[src/rtl/shift_sequencer.sv]
// Multi-cycle shift/rotate unit: one power-of-two stage (1,2,4,8...) applied per cycle, amount walked LSB-first.
// Latency: fixed CNT_W cycles after the accepting edge; done pulses with Out valid in the following cycle.
// Backpressure: start is ignored while busy=1; a start held in the done cycle is accepted back-to-back.
module shift_sequencer #(
    parameter int WIDTH = 16,
    parameter int CNT_W = 4
) (
    input  logic             clk,
    input  logic             rst,
    input  logic             start,
    input  logic [WIDTH-1:0] In,
    input  logic [CNT_W-1:0] Cnt,
    input  logic [1:0]       Op,
    output logic [WIDTH-1:0] Out,
    output logic             busy,
    output logic             done
);

    localparam int IDX_W = (CNT_W > 1) ? $clog2(CNT_W) : 1;

    typedef enum logic {IDLE, SHIFT} state_t;
    typedef enum logic [1:0] {OP_ROL = 2'b00, OP_SLL = 2'b01, OP_ROR = 2'b10, OP_SRL = 2'b11} op_t;

    typedef struct packed {
        logic [WIDTH-1:0] work;
        logic [CNT_W-1:0] cnt;
        op_t              op;
    } job_t;

    state_t           state;
    job_t             job;
    logic [IDX_W-1:0] idx;
    logic [WIDTH-1:0] stage_dat;
    int unsigned      sh;

    // A shift by the full WIDTH yields zero, so sh=0 rotates cleanly to the identity.
    always_comb begin
        sh        = job.cnt[idx] ? (32'd1 << idx) : 32'd0;
        stage_dat = job.work;
        case (job.op)
            OP_ROL:  stage_dat = (job.work << sh) | (job.work >> (32'(WIDTH) - sh));
            OP_SLL:  stage_dat = job.work << sh;
            OP_ROR:  stage_dat = (job.work >> sh) | (job.work << (32'(WIDTH) - sh));
            OP_SRL:  stage_dat = job.work >> sh;
            default: stage_dat = job.work;
        endcase
    end

    always_ff @(posedge clk or posedge rst) begin
        if (rst) begin
            state <= IDLE;
            job   <= '0;
            idx   <= '0;
            Out   <= '0;
            busy  <= 1'b0;
            done  <= 1'b0;
        end else begin
            done <= 1'b0;
            case (state)
                IDLE: begin
                    if (start) begin
                        job.work <= In;
                        job.cnt  <= Cnt;
                        job.op   <= op_t'(Op);
                        idx      <= '0;
                        busy     <= 1'b1;
                        state    <= SHIFT;
                    end
                end
                SHIFT: begin
                    job.work <= stage_dat;
                    idx      <= idx + IDX_W'(1);
                    if (idx == IDX_W'(CNT_W - 1)) begin
                        Out   <= stage_dat;
                        done  <= 1'b1;
                        busy  <= 1'b0;
                        state <= IDLE;
                    end
                end
                default: state <= IDLE;
            endcase
        end
    end

endmodule

[config.mk]
export PLATFORM = sky130hd
export DESIGN_NAME = shift_sequencer
export DESIGN_NICKNAME = d
export VERILOG_FILES = /design/src/rtl/shift_sequencer.sv
export SDC_FILE = /design/constraint.sdc
export NUM_CORES = 1
export LEC_CHECK = 0
export ABC_AREA = 1
export CAP_MARGIN = 20
export CORE_MARGIN = 2
export CORE_UTILIZATION = 55
export DETAILED_ROUTE_END_ITERATION = 16
export GPL_TIMING_DRIVEN = 1
export PLACE_DENSITY_LB_ADDON = 0.15
export SKIP_CTS_REPAIR_TIMING = 1
export SLEW_MARGIN = 25
export SYNTH_ARGS = -nofsm -noshare
export SYNTH_HDL_FRONTEND = slang
export SYNTH_SLANG_ARGS = --single-unit
[constraint.sdc]
create_clock -name clk -period 6.8 [get_ports clk]
set_clock_uncertainty 0.1 [all_clocks]
set_input_delay 1.36 -clock clk [delete_from_list [all_inputs] [get_ports clk]]
set_output_delay 1.36 -clock clk [all_outputs]
set_load 0.02 [all_outputs]
==> key figures <==
Floorplan
  • Core area: 8217 um^2
  • DIE WIDTH: 95.93 um
  • Die Area: 9203 um^2
  • Die H: 95.93 um
  • Initial core utilization: 56.57%
  • I/O pin count: 43
  • # rows: 33

Global route
  • Largest net degree at the start of global routing: 46
  • Vias in the first global route: 5413
  • Total Routing Usage GR: 41.57%
  • First-pass GRT wire length: 28610 um
  • Initial antenna violation count: 0
  • Total gr overflow: 0

Drt
  • Detailed Routing Iterations Pass 1: 7
  • Vias post-DR: 5947
  • DRT iter0 DRCs: 950
  • Vias per cell: 6.471
  • Wire per inst: 20.22 um
  • Final wirelength: 18580 um
  • DRT antenna net count: 0
  • Drt drc: 0

Layout
  • Sequential Area: 1076 um^2
  • Fillers: 736
  • Nets: 843
  • Multi-input logic area: 3109 um^2
  • Most common cell after layout, fill and taps aside: nand2_1
  • Ant. Diodes: 0
  • Fraction of layout cells with a size suffix above 1: 5.528%
  • Most frequent cells in the layout: nand2_1 (298), nand3_1 (211), inv_1 (48)
  • Layout area overhead: 10.09%

Logic synthesis
  • XOR/XNOR Fraction of Synth Area: 0.5922%
  • Post-synthesis mux area share: 0.9690%
  • Syn_nets: 834
  • Post-synth cell types: 34
  • Cells after synthesis: 804
  • Syn Area/Cell: 5.781 um^2
  • Largest family of logic cells by synthesized area: simple AND/OR/NAND/NOR gates
  • Cell area after synthesis: 4648 um^2
  • Post-Synth Adder-Cell Area: 1.346%
  • YS warnings: 0
  • Seq/Total Area, Yosys: 23.15%
  • Synth Area in Simple Gates: 57.36%
  • Synth Area in Compound Gates: 6.622%
  • Synthesized flop and latch total: 43

STA
  • Final setup vio count: 0
  • Slew @ Worst Pin: 0.8732 ns
  • Post-route setup TNS: 0 ns
  • RSZ-0062 raised after global routing: false
  • Hold Violations, Final: 0
  • FMAX: 213.5 MHz
  • Crit path time final: 4.683 ns
  • Worst slew margin: 41.57%
  • Final worst-path cycle share: 68.87%
  • Slew Limit Fails: 0

Place
  • I/O Buffers: 42
  • Gpl congestion: 1.022
  • HPWL Detailed: 13190 um

Setup path
  • Max stage delay on crit path: 1.12 ns
  • CP top delay family: simple AND/OR/NAND/NOR gates
  • Crit path cell chain: inv_2, nand2_1, nand3_2, nand3_2, ha_1, inv_1, nand3_1, nand3_1, nand3_1, nand3_1, nand2_1, nand2_1, nand2_1, nand2_1
  • Worst Path Max Fanout: 34
  • Startpoint Class: flop
  • Count of buffer and inverter cells on the critical path: 2
  • Arrival @ worst endpoint: 4.78 ns
  • CP most frequent cell: nand2_1
  • CP Data Required Time: 6.90 ns
  • Crit path kind: flop to flop
  • Crit end category: flop
  • Flop2flop setup slack: 2.12 ns
  • CP max stage cell: ha_1

CTS
  • CTS buffer count: 5
  • CTS sink cnt: 43
  • Worst-Skew Late Latency: 0.31 ns
  • Clk pin slew, worst setup/hold paths: 0.09 ns
  • CTS root buffer: clkbuf_8
  • Max Root-Sink Buffers: 2
  • CTS tree: yes
  • H-tree levels: 2

Flow run
  • Total of max-cap violations: 0

Status
  • Status: finished, final reports clean

Worst hold path
  • Hold Path Class: flop to flop
==> worst paths after layout <==
kind,start,end,cells past startpoint
min,Out[7],Out[7],2
max reg2reg,idx[0],job[9],14
max in group asynchronous,rst,Out[15],3
max,idx[0],job[9],14
min in group asynchronous,rst,done,3
min reg2reg,Out[7],Out[7],2
==> worst min-delay path: cells and delay by family (launching register included) <==
family	cells	cell delay, ns
AND/OR/NAND/NOR	2	0.12
flip-flops	1	0.34
==> final cells by class <==
class                   count  area share [%]
flip-flops and latches     43           21.03
multi-input cells         657           60.76
clock buffers               5           1.345
well taps                 105           2.567
inverters                  63           4.621
clock inverters             3           1.320
repair buffers             43           8.362
==> flip-flops by register name, indices dropped and copies added (netlist names) <==
| signal | count |
|---|---|
| done | 1 |
| Out | 16 |
| idx | 2 |
| busy | 1 |
| job | 22 |
| state | 1 |
==> through the flow <==
step	area [um^2]	std cells	utilization (%)	hold WS (ns)	setup WS (ns)
after global routing	5117	919	62.28	0.4103	1.896
after detailed placement	4981	911	60.62	0.3692	2.343
after CTS	5117	919	62.28	0.3909	2.331
after global placement	4981	911	60.62	0.3633	2.435
after floorplan	4648	804	-	0.3793	4.103
final	5117	919	62.28	0.3878	2.117
==> synthesized netlist by cell type (all sizes together) <==
library cell / count / area share, %
a21oi: 13 / 1.4
and2: 1 / 0.13
and3: 1 / 0.13
buf: 25 / 3.6
clkbuf: 16 / 1.3
clkinv: 2 / 0.16
dfrtp: 43 / 23
ha: 5 / 1.3
inv: 61 / 4.9
mux2: 4 / 0.97
nand2: 304 / 25
nand3: 217 / 24
nand3b: 2 / 0.32
nand4: 16 / 2.2
nor2: 50 / 4.7
nor3: 2 / 0.32
o211a: 1 / 0.22
o211ai: 11 / 1.9
o21ai: 29 / 3.1
xor2: 1 / 0.59
==> layer usage <==
metal / global-route usage [%] / up-vias / part of all wire [%]
met2: 63.29 / 512 / 42
met4: 24.40 / 0 / 7.8
li1: - / 2666 / -
met3: 8.692 / 125 / 13
met5: 0 / - / 0
met1: 54.36 / 2644 / 37
==> cells by family after synthesis <==
family / after synthesis
AOI/OAI and AO/OA: 54
buffers and inverters: 104
DFF: 43
muxes: 4
and+or+nand+nor: 593
adders and majority gates: 5
xor gates and xnor gates: 1
Power is left out: the tool's default activity adds up to more than one toggle a clock period on the data nets, which glitch-free logic cannot reach.
==> variant, RTL diff (same flow settings) <==
Change the parameter `WIDTH` from 16 to 12.
--- a/src/rtl/shift_sequencer.sv
+++ b/src/rtl/shift_sequencer.sv
@@ -2,7 +2,7 @@
 // Latency: fixed CNT_W cycles after the accepting edge; done pulses with Out valid in the following cycle.
 // Backpressure: start is ignored while busy=1; a start held in the done cycle is accepted back-to-back.
 module shift_sequencer #(
-    parameter int WIDTH = 16,
+    parameter int WIDTH = 12,
     parameter int CNT_W = 4
 ) (
     input  logic             clk,
Ports: changed (resized In and Out); port bits go from 43 to 35. The function was not compared with the original's and may differ.
==> variant against the original RTL <==
Wire length fell by 29%. Utilization rose by 1.2 points. Worst setup slack improved by 1.4 ns. Synthesized area fell by 20%. Synthesized cell count fell by 23%. Hold slack got worse by 0.0040 ns. Design area fell by 20%. Sequential cell count fell by 8. Critical path depth did not move. Critical endpoint is now job[16].
Power is left out: the tool's default activity adds up to more than one toggle a clock period on the data nets, which glitch-free logic cannot reach.
==> variant: results (changes against the original RTL) <==
synth:
  synth-seq-cells: 35  # -19%
  yosys-top-cells-count: "nand2_1, nand3_1, inv_1, dfrtp_1, nor2_1"
  synth_area_leaders: "dfrtp_1, nand2_1, nand3_1"
  synth_compound_area_share_pct: 10.5  # +3.9 points
  synth_seq_area_share_pct: 23.6  # +0.48 points
  synth.area.mux_share_pct: 1.21  # +0.25 points
  synthXorXnorAreaFrac_pct: 0  # -0.59 points
  synth_fp_nets: 648  # -22%
global_route:
  use_met3_pct: 4.62  # -4.1 points
  use_met2_pct: 54.5  # -8.7 points
  grt_pass1_vias: 3923  # -28%
hold_path:
  holdPathEnd: "Out[11]"
  hp-start: "Out[11]"
cells_and_area:
  drive_gt1_share_pct: 7.27  # +1.7 points
  n_fill_cell: 637  # -13%
  inverters: 53  # -16%
  n_all_buffers: 35  # -19%
  bufAreaShareNonClock_pct: 8.53  # +0.17 points
  multi_input_area_share_pct: 59.9  # -0.83 points
  final_nets: 658  # -22%
clock_tree:
  clock_latency_ns: 0.29  # -0.02 ns
placement:
  gp_congestion: 1.14  # +12%
  port_buffers: 34  # -19%
  dpl.hpwl_mm: 10.0  # -24%
setup_path:
  slowest_delay_ns: 0.56  # -0.56 ns
  cp_max_fo: 26  # -24%
  r2r_setup_slack_ns: 3.54  # +1.42 ns
  slowest_stage: "inv_2"
  r2r-end: "job[16]"
status:
  status: "finished clean"
detailed_routing:
  wirelength_mm: 13.2  # -29%
## variant: cell count changes after synthesis, moves of 6 or more
cell	before	now
nor2_1	45	30
buf_2	13	7
nand3_1	211	123
o211ai_1	10	3
nand2_1	298	224
inv_2	12	3
a21oi_1	13	21
dfrtp_1	43	35
o21ai_1	5	13
## variant: stage by stage
step / setup slack, ns / hold slack, ns / std cells / area, um^2 / utilization, %
after floorplan: 4.19 / 0.379 / 622 / 3710 / -
after global placement: 3.58 / 0.366 / 702 / 3960 / 61.7
after detailed placement: 3.53 / 0.369 / 702 / 3960 / 61.7
after CTS: 3.65 / 0.386 / 710 / 4080 / 63.5
after global routing: 3.22 / 0.423 / 710 / 4080 / 63.5
final: 3.54 / 0.384 / 710 / 4080 / 63.5
## variant: metal layers
metal  part of all wire, %  vias to the layer above
met5                     0                        -
met4                   6.4                        0
met3                    11                       58
met2                    43                      346
met1                    40                     2019
li1                      -                     2069
